### config.mk
export PLATFORM = sky130hd
export DESIGN_NAME = uart_tx_sniffer_flat
export DESIGN_NICKNAME = d
export VERILOG_FILES = /design/src/rtl/uart_tx_sniffer_if.sv /design/src/rtl/uart_tx_sniffer.sv /design/src/flat_wrapper.sv
export SDC_FILE = /design/constraint.sdc
export NUM_CORES = 1
export LEC_CHECK = 0
export ABC_AREA = 1
export BUFFER_PORTS_ARGS = -buffer_cell sky130_fd_sc_hd__buf_2
export CAP_MARGIN = 0
export CORE_UTILIZATION = 60
export DETAILED_ROUTE_END_ITERATION = 8
export HOLD_SLACK_MARGIN = 0.05
export MAX_ROUTING_LAYER = met4
export PLACE_DENSITY = 0.88
export SLEW_MARGIN = 0
export SYNTH_ARGS = -nofsm -noshare
export SYNTH_HDL_FRONTEND = slang
export SYNTH_SLANG_ARGS = --single-unit
### constraint.sdc
create_clock -name CLK100MHZ -period 3.6 [get_ports CLK100MHZ]
set_input_delay 0.18 -clock CLK100MHZ [delete_from_list [all_inputs] [get_ports CLK100MHZ]]
set_output_delay 0.18 -clock CLK100MHZ [all_outputs]
set_load 0.005 [all_outputs]
### src/rtl/uart_tx_sniffer_if.sv
// Byte stream carrying decoded UART bytes from the sniffer to a consumer.
//   m_data  : byte at the FIFO head (valid whenever m_valid is high)
//   m_valid : FIFO non-empty
//   m_ready : consumer takes the head byte when m_valid && m_ready
// master = sniffer side, slave = consumer side.
interface uart_tx_sniffer_if;
  logic [7:0] m_data;
  logic       m_valid;
  logic       m_ready;

  modport master (
    output m_data,
    output m_valid,
    input  m_ready
  );

  modport slave (
    input  m_data,
    input  m_valid,
    output m_ready
  );
endinterface

### src/rtl/uart_tx_sniffer.sv
// Watches the MCU uart_tx line, decodes 8N1 frames and buffers good bytes in a
// first-word-fall-through FIFO presented on a valid/ready stream.
//   CLK100MHZ  : system clock, rising edge
//   fpga_rst   : synchronous active-high reset
//   uart_tx    : asynchronous serial input, idle high
//   m_if       : byte stream (m_data / m_valid / m_ready)
//   frame_err  : one-cycle pulse when a stop bit is sampled low
//   overflow   : sticky, a good byte was dropped on a full FIFO
//   busy       : receiver is inside a frame
//   byte_count : good bytes pushed, wraps
module uart_tx_sniffer #(
  parameter int unsigned CLKS_PER_BIT = 868,
  parameter int unsigned FIFO_DEPTH   = 4,
  parameter int unsigned CNT_W        = 16
) (
  input  logic               CLK100MHZ,
  input  logic               fpga_rst,
  input  logic               uart_tx,
  uart_tx_sniffer_if.master  m_if,
  output logic               frame_err,
  output logic               overflow,
  output logic               busy,
  output logic [CNT_W-1:0]   byte_count
);

  localparam int unsigned BitCntW = $clog2(CLKS_PER_BIT);
  localparam int unsigned AddrW   = $clog2(FIFO_DEPTH);

  localparam logic [BitCntW-1:0] HalfLast = BitCntW'(CLKS_PER_BIT / 2 - 1);
  localparam logic [BitCntW-1:0] BitLast  = BitCntW'(CLKS_PER_BIT - 1);
  localparam logic [AddrW:0]     DepthVal = (AddrW + 1)'(FIFO_DEPTH);

  localparam logic [1:0] StIdle  = 2'd0;
  localparam logic [1:0] StStart = 2'd1;
  localparam logic [1:0] StData  = 2'd2;
  localparam logic [1:0] StStop  = 2'd3;

  // Two-flop synchronizer; rxs_q is the only view of the line used below.
  logic rx_meta_q, rxs_q;

  always_ff @(posedge CLK100MHZ) begin
    if (fpga_rst) begin
      rx_meta_q <= 1'b1;
      rxs_q     <= 1'b1;
    end else begin
      rx_meta_q <= uart_tx;
      rxs_q     <= rx_meta_q;
    end
  end

  logic [1:0]         state_q, state_d;
  logic [BitCntW-1:0] bit_cnt_q, bit_cnt_d;
  logic [2:0]         bit_idx_q, bit_idx_d;
  logic [7:0]         shift_q, shift_d;
  logic               wait_high_q, wait_high_d;
  logic               stop_good, stop_bad;

  always_comb begin
    state_d     = state_q;
    bit_cnt_d   = bit_cnt_q;
    bit_idx_d   = bit_idx_q;
    shift_d     = shift_q;
    wait_high_d = wait_high_q;
    stop_good   = 1'b0;
    stop_bad    = 1'b0;
    case (state_q)
      StIdle: begin
        bit_cnt_d = '0;
        // After a framing error the line must go high before a new start counts,
        // so a held break produces one frame_err only.
        if (wait_high_q) begin
          if (rxs_q) wait_high_d = 1'b0;
        end else if (!rxs_q) begin
          state_d = StStart;
        end
      end
      StStart: begin
        if (bit_cnt_q == HalfLast) begin
          bit_cnt_d = '0;
          bit_idx_d = '0;
          state_d   = rxs_q ? StIdle : StData;
        end else begin
          bit_cnt_d = bit_cnt_q + 1'b1;
        end
      end
      StData: begin
        if (bit_cnt_q == BitLast) begin
          bit_cnt_d          = '0;
          shift_d[bit_idx_q] = rxs_q;
          if (bit_idx_q == 3'd7) begin
            state_d = StStop;
          end else begin
            bit_idx_d = bit_idx_q + 1'b1;
          end
        end else begin
          bit_cnt_d = bit_cnt_q + 1'b1;
        end
      end
      StStop: begin
        if (bit_cnt_q == BitLast) begin
          bit_cnt_d = '0;
          state_d   = StIdle;
          if (rxs_q) begin
            stop_good = 1'b1;
          end else begin
            stop_bad    = 1'b1;
            wait_high_d = 1'b1;
          end
        end else begin
          bit_cnt_d = bit_cnt_q + 1'b1;
        end
      end
      default: state_d = StIdle;
    endcase
  end

  // FIFO with one extra pointer bit to tell full from empty.
  logic [7:0]   mem_q [FIFO_DEPTH];
  logic [AddrW:0] wr_ptr_q, rd_ptr_q;
  logic         fifo_empty, fifo_full, push, pop, ovf_set;
  logic [AddrW:0] fifo_cnt;

  assign fifo_cnt   = wr_ptr_q - rd_ptr_q;
  assign fifo_empty = (wr_ptr_q == rd_ptr_q);
  assign fifo_full  = (fifo_cnt == DepthVal);
  assign pop        = !fifo_empty && m_if.m_ready;
  // A pop in the same cycle frees the slot, so a full FIFO still accepts.
  assign push       = stop_good && (!fifo_full || pop);
  assign ovf_set    = stop_good && fifo_full && !pop;

  logic             frame_err_q, overflow_q;
  logic [CNT_W-1:0] byte_cnt_q;

  always_ff @(posedge CLK100MHZ) begin
    if (fpga_rst) begin
      state_q     <= StIdle;
      bit_cnt_q   <= '0;
      bit_idx_q   <= '0;
      shift_q     <= '0;
      wait_high_q <= 1'b0;
      wr_ptr_q    <= '0;
      rd_ptr_q    <= '0;
      frame_err_q <= 1'b0;
      overflow_q  <= 1'b0;
      byte_cnt_q  <= '0;
    end else begin
      state_q     <= state_d;
      bit_cnt_q   <= bit_cnt_d;
      bit_idx_q   <= bit_idx_d;
      shift_q     <= shift_d;
      wait_high_q <= wait_high_d;
      frame_err_q <= stop_bad;
      overflow_q  <= overflow_q | ovf_set;
      if (push) begin
        wr_ptr_q   <= wr_ptr_q + 1'b1;
        byte_cnt_q <= byte_cnt_q + 1'b1;
      end
      if (pop) rd_ptr_q <= rd_ptr_q + 1'b1;
    end
  end

  // Storage needs no reset: it is only visible through the pointers.
  always_ff @(posedge CLK100MHZ) begin
    if (!fpga_rst && push) mem_q[wr_ptr_q[AddrW-1:0]] <= shift_q;
  end

  assign m_if.m_valid = !fifo_empty;
  assign m_if.m_data  = fifo_empty ? 8'h00 : mem_q[rd_ptr_q[AddrW-1:0]];
  assign frame_err    = frame_err_q;
  assign overflow     = overflow_q;
  assign busy         = (state_q != StIdle);
  assign byte_count   = byte_cnt_q;

endmodule

### src/flat_wrapper.sv
// flat-port wrapper written by rule: the top's interface ports become plain ports
module uart_tx_sniffer_flat 
#(
  parameter int unsigned CLKS_PER_BIT = 868,
  parameter int unsigned FIFO_DEPTH   = 4,
  parameter int unsigned CNT_W        = 16
)
  (CLK100MHZ, fpga_rst, uart_tx, frame_err, overflow, busy, byte_count, m_if_m_data, m_if_m_valid, m_if_m_ready);
  uart_tx_sniffer_if m_if_i ();
  input  logic CLK100MHZ;
  input  logic fpga_rst;
  input  logic uart_tx;
  output logic frame_err;
  output logic overflow;
  output logic busy;
  output logic [CNT_W-1:0] byte_count;
  output wire logic [$bits(m_if_i.m_data)-1:0] m_if_m_data;
  output wire logic [$bits(m_if_i.m_valid)-1:0] m_if_m_valid;
  input wire logic [$bits(m_if_i.m_ready)-1:0] m_if_m_ready;
  assign m_if_m_data = m_if_i.m_data;
  assign m_if_m_valid = m_if_i.m_valid;
  assign m_if_i.m_ready = m_if_m_ready;
  uart_tx_sniffer #(.CLKS_PER_BIT(CLKS_PER_BIT), .FIFO_DEPTH(FIFO_DEPTH), .CNT_W(CNT_W)) u_core (.CLK100MHZ(CLK100MHZ), .fpga_rst(fpga_rst), .uart_tx(uart_tx), .m_if(m_if_i), .frame_err(frame_err), .overflow(overflow), .busy(busy), .byte_count(byte_count));
endmodule
==> key figures <==
Status
  – Status: finished, final reports clean

Timing
  – Peak Freq: 409.2 MHz
  – Final Hold Fails: 0
  – Hold WS: 188.6 ps
  – Setup Skew: 10.00 ps
  – Max-slew violation count: 0
  – RSZ-0062 raised after global routing: no
  – Final setup TNS: 0 ps
  – Setup slack after layout: 1156 ps
  – Min Tclk post-route: 2444 ps
  – Worst-Margin Slew: 736.4 ps
  – Rel. slew slack: 50.90%
  – Setup violations, final: 0
  – Crit share post-route: 67.89%

Yosys
  – Flop and latch count out of synthesis: 84
  – Synth top area share: 25.00%
  – Mapped Area: 4164 um2
  – Synth warnings: 0
  – Post-synth cell types: 32
  – Total nets after synthesis: 529
  – Register area share after synthesis: 48.08%
  – Syn avg cell area: 8.117 um2
  – Syn Inst Count: 513
  – Cell taking the most area after synthesis: dfxtp_1
  – Synth top area cells: dfxtp_1 25%, edfxtp_1 23%, nand2_1 8.8%

Placed design
  – Placed cell count: 607
  – Pre-CTS setup slack: 1157 ps
  – Routability cong.: 0.8644
  – Buffers on Ports: 31
  – Dpl hpwl: 6145 um
  – Placement Cell Area: 4322 um2

Final layout
  – Nets@finish: 558
  – Layout cells sized above 1: 16.45%
  – Finished Layout Cells: 624
  – Area grow syn2layout: 8.744%
  – Fill count: 477
  – Post-route design area: 4528 um2
  – ANT cells: 0

Detailed routing
  – Via-to-Cell Ratio: 5.478
  – Via count: 3418
  – 1st-iter DRT viols: 191
  – DRC violations left: 0
  – Pre-Repair DR Iteration Count: 6
  – Wirelength, routed: 8509 um
  – Post-DR wirelength/cell: 13.64 um
  – Antenna Violating Nets Remaining: 0

Worst hold path
  – Worst Hold Class: in2reg

Clock network
  – CTS tree: built
  – CTS Buf Count: 9
  – Clk sink count: 84
  – Clk pin slew, worst setup/hold paths: 90 ps
  – CTS H-tree depth: 3
  – CTS root buffer: clkbuf_8
  – Maximum clock path buffer count: 2
  – Setup Fix Bufs, Post-CTS: 0
  – Worst skew pair latency: 360 ps

Floorplan
  – I/O Pins: 32
  – Die Width: 85.31 um
  – Initial Utilization: 63.75%
  – Die height: 85.31 um
  – Die ar.: 7277 um2
  – Row Count: 29
  – Core Box Area: 6531 um2

Critical path
  – Cell family with most CP delay: simple AND/OR/NAND/NOR gates
  – Slowest CP cell: nor2_1
  – Crit Path Category: reg2reg
  – Startpoint types: register
  – Worst path max stage delay: 560 ps
  – Critical path buffers and inverters: 0
  – Cell Chain, Critical Path: ha_1 -> nand2_1 -> nor2_4 -> nand2_4 -> nor3b_1 -> nand3_1 -> nor2_1
  – Critical path fanouts, max: 8
  – Required time of the critical path: 3590 ps
  – Crit end category: register
  – WP data arrival: 2440 ps

Global route
  – Initial antenna violation count: 0
  – Global-route wire length before repair: 14270 um
  – Largest net degree at the start of global routing: 35
  – GRT Residual Overflow: 0
  – Vias in the first global route: 3113
  – Total track usage: 26.04%

Power
  – VDD IR max: 0.0003040 V
  – Switching power: 0.4673 mW
  – Leak: 1.855 nW
  – Int Pwr: 1.342 mW
  – Power per cell area: 399.5 nW/um2
  – Clock Power Share: 36.3%
  – Switching portion of total power: 25.83%
  – Comb pwr share: 8.2%
  – Sequential power share: 55.5%

Job
  – Max-cap viol count: 0
-- worst reg2reg max path, cell delays in order (launching register included) --
cell     delay, ps
dfxtp_1        390
ha_1           230
nand2_1        110
nor2_4         160
nand2_4        110
nor3b_1        330
nand3_1        190
nor2_1         560
-- stage by stage --
| step | util [%] | power (mW) |
|---|---|---|
| CTS | 69.33 | 1.820 |
| detailed placement | 66.17 | 1.171 |
| global placement | 66.17 | 1.164 |
| finish | 69.33 | 1.809 |
| global route | 69.33 | 1.884 |
| floorplan | - | 1.133 |
-- flip-flops by register name (all words and copies together), names as in the netlist, named ones only --
register and count:
u_core.wr_ptr_q 3, u_core.state_q 1, u_core.wait_high_q 1, u_core.rx_meta_q 1, u_core.overflow 1, u_core.rxs_q 1
u_core.byte_count 16, u_core.bit_idx_q 3, u_core.shift_q 8, u_core.bit_cnt_q 10, u_core.mem_q 32, u_core.frame_err 1
u_core.rd_ptr_q 3
-- power by group through the flow --
stage               logic (mW)  registers [mW]  clock network [mW]
floorplan                0.118            1.01                   0
detailed placement       0.145            1.03                   0
global placement         0.139            1.02                   0
finish                   0.147            1.00               0.657
CTS                      0.147            1.00               0.670
global route             0.167            1.01               0.709
-- cells by family (layout without fill, tap and decap cells) --
logic type | count (synthesis) | in the layout | synth area share [%]
compound gates | 67 | 67 | 9.045
flops | 84 | 84 | 48.08
xor+xnor | 8 | 8 | 1.683
buf+inv | 69 | 103 | 7.211
simple gates | 273 | 273 | 30.38
fa+ha+maj | 12 | 12 | 3.606
-- Yosys cell counts, drive strengths merged --
cell	number
nand4	18
dfxtp	52
o21ai	25
edfxtp	32
xor2	6
nor3	3
nand3	40
clkinv	1
a21oi	42
clkbuf	5
or2	3
buf	9
ha	12
nor3b	3
inv	54
nand2	115
xnor2	2
nor2	90
nor4	1
-- final cells by class --
type / instances / area, um2 / share of cell area, %
Inverter: 55 / 206.4 / 4.559
Timing Repair Buffer: 32 / 165.2 / 3.647
Tap cell: 77 / 96.34 / 2.128
Clock inverter: 5 / 40.04 / 0.8842
Clock buffer: 11 / 156.4 / 3.454
Multi-Input combinational cell: 360 / 1862 / 41.12
Sequential cell: 84 / 2002 / 44.21
-- timing repair --
item,4_1_cts,5_1_grt
setup endpoints to repair,0,0
hold buffers,1,0
resized for setup,0,0
hold endpoints to repair,1,0
-- worst paths after layout --
kind	from	to	slack [ps]	depth (start not counted)
worst max-delay path	u_core.bit_cnt_q[0]$_SDFF_PP0_	u_core.mem_q[2][6]$_DFFE_PP_	1160	7
worst min-delay path	m_if_m_ready	u_core.rd_ptr_q[1]$_SDFFE_PP0N_	190	3
worst max register to register	u_core.bit_cnt_q[0]$_SDFF_PP0_	u_core.mem_q[2][6]$_DFFE_PP_	1160	7
worst min register to register	u_core.rx_meta_q$_SDFF_PP1_	u_core.rxs_q$_SDFF_PP1_	410	1
-- layout by cell type (no fill, tap or decap), types with 18 or more instances in the layout --
| master | instances |
|---|---|
| nand4_1 | 18 |
| o21ai_0 | 25 |
| buf_2 | 31 |
| nand3_1 | 38 |
| a21oi_1 | 33 |
| nand2_1 | 98 |
| inv_1 | 48 |
| edfxtp_1 | 32 |
| dfxtp_1 | 52 |
| nor2_1 | 84 |
-- routing by layer --
metal	wire (um)	global-route usage, %	up-vias
met5	0	-	-
met4	171	11.21	0
met3	387	4.864	17
met2	4087	41.13	82
met1	3863	32.97	1576
li1	-	-	1743
Power figures use the tool's default switching activity.
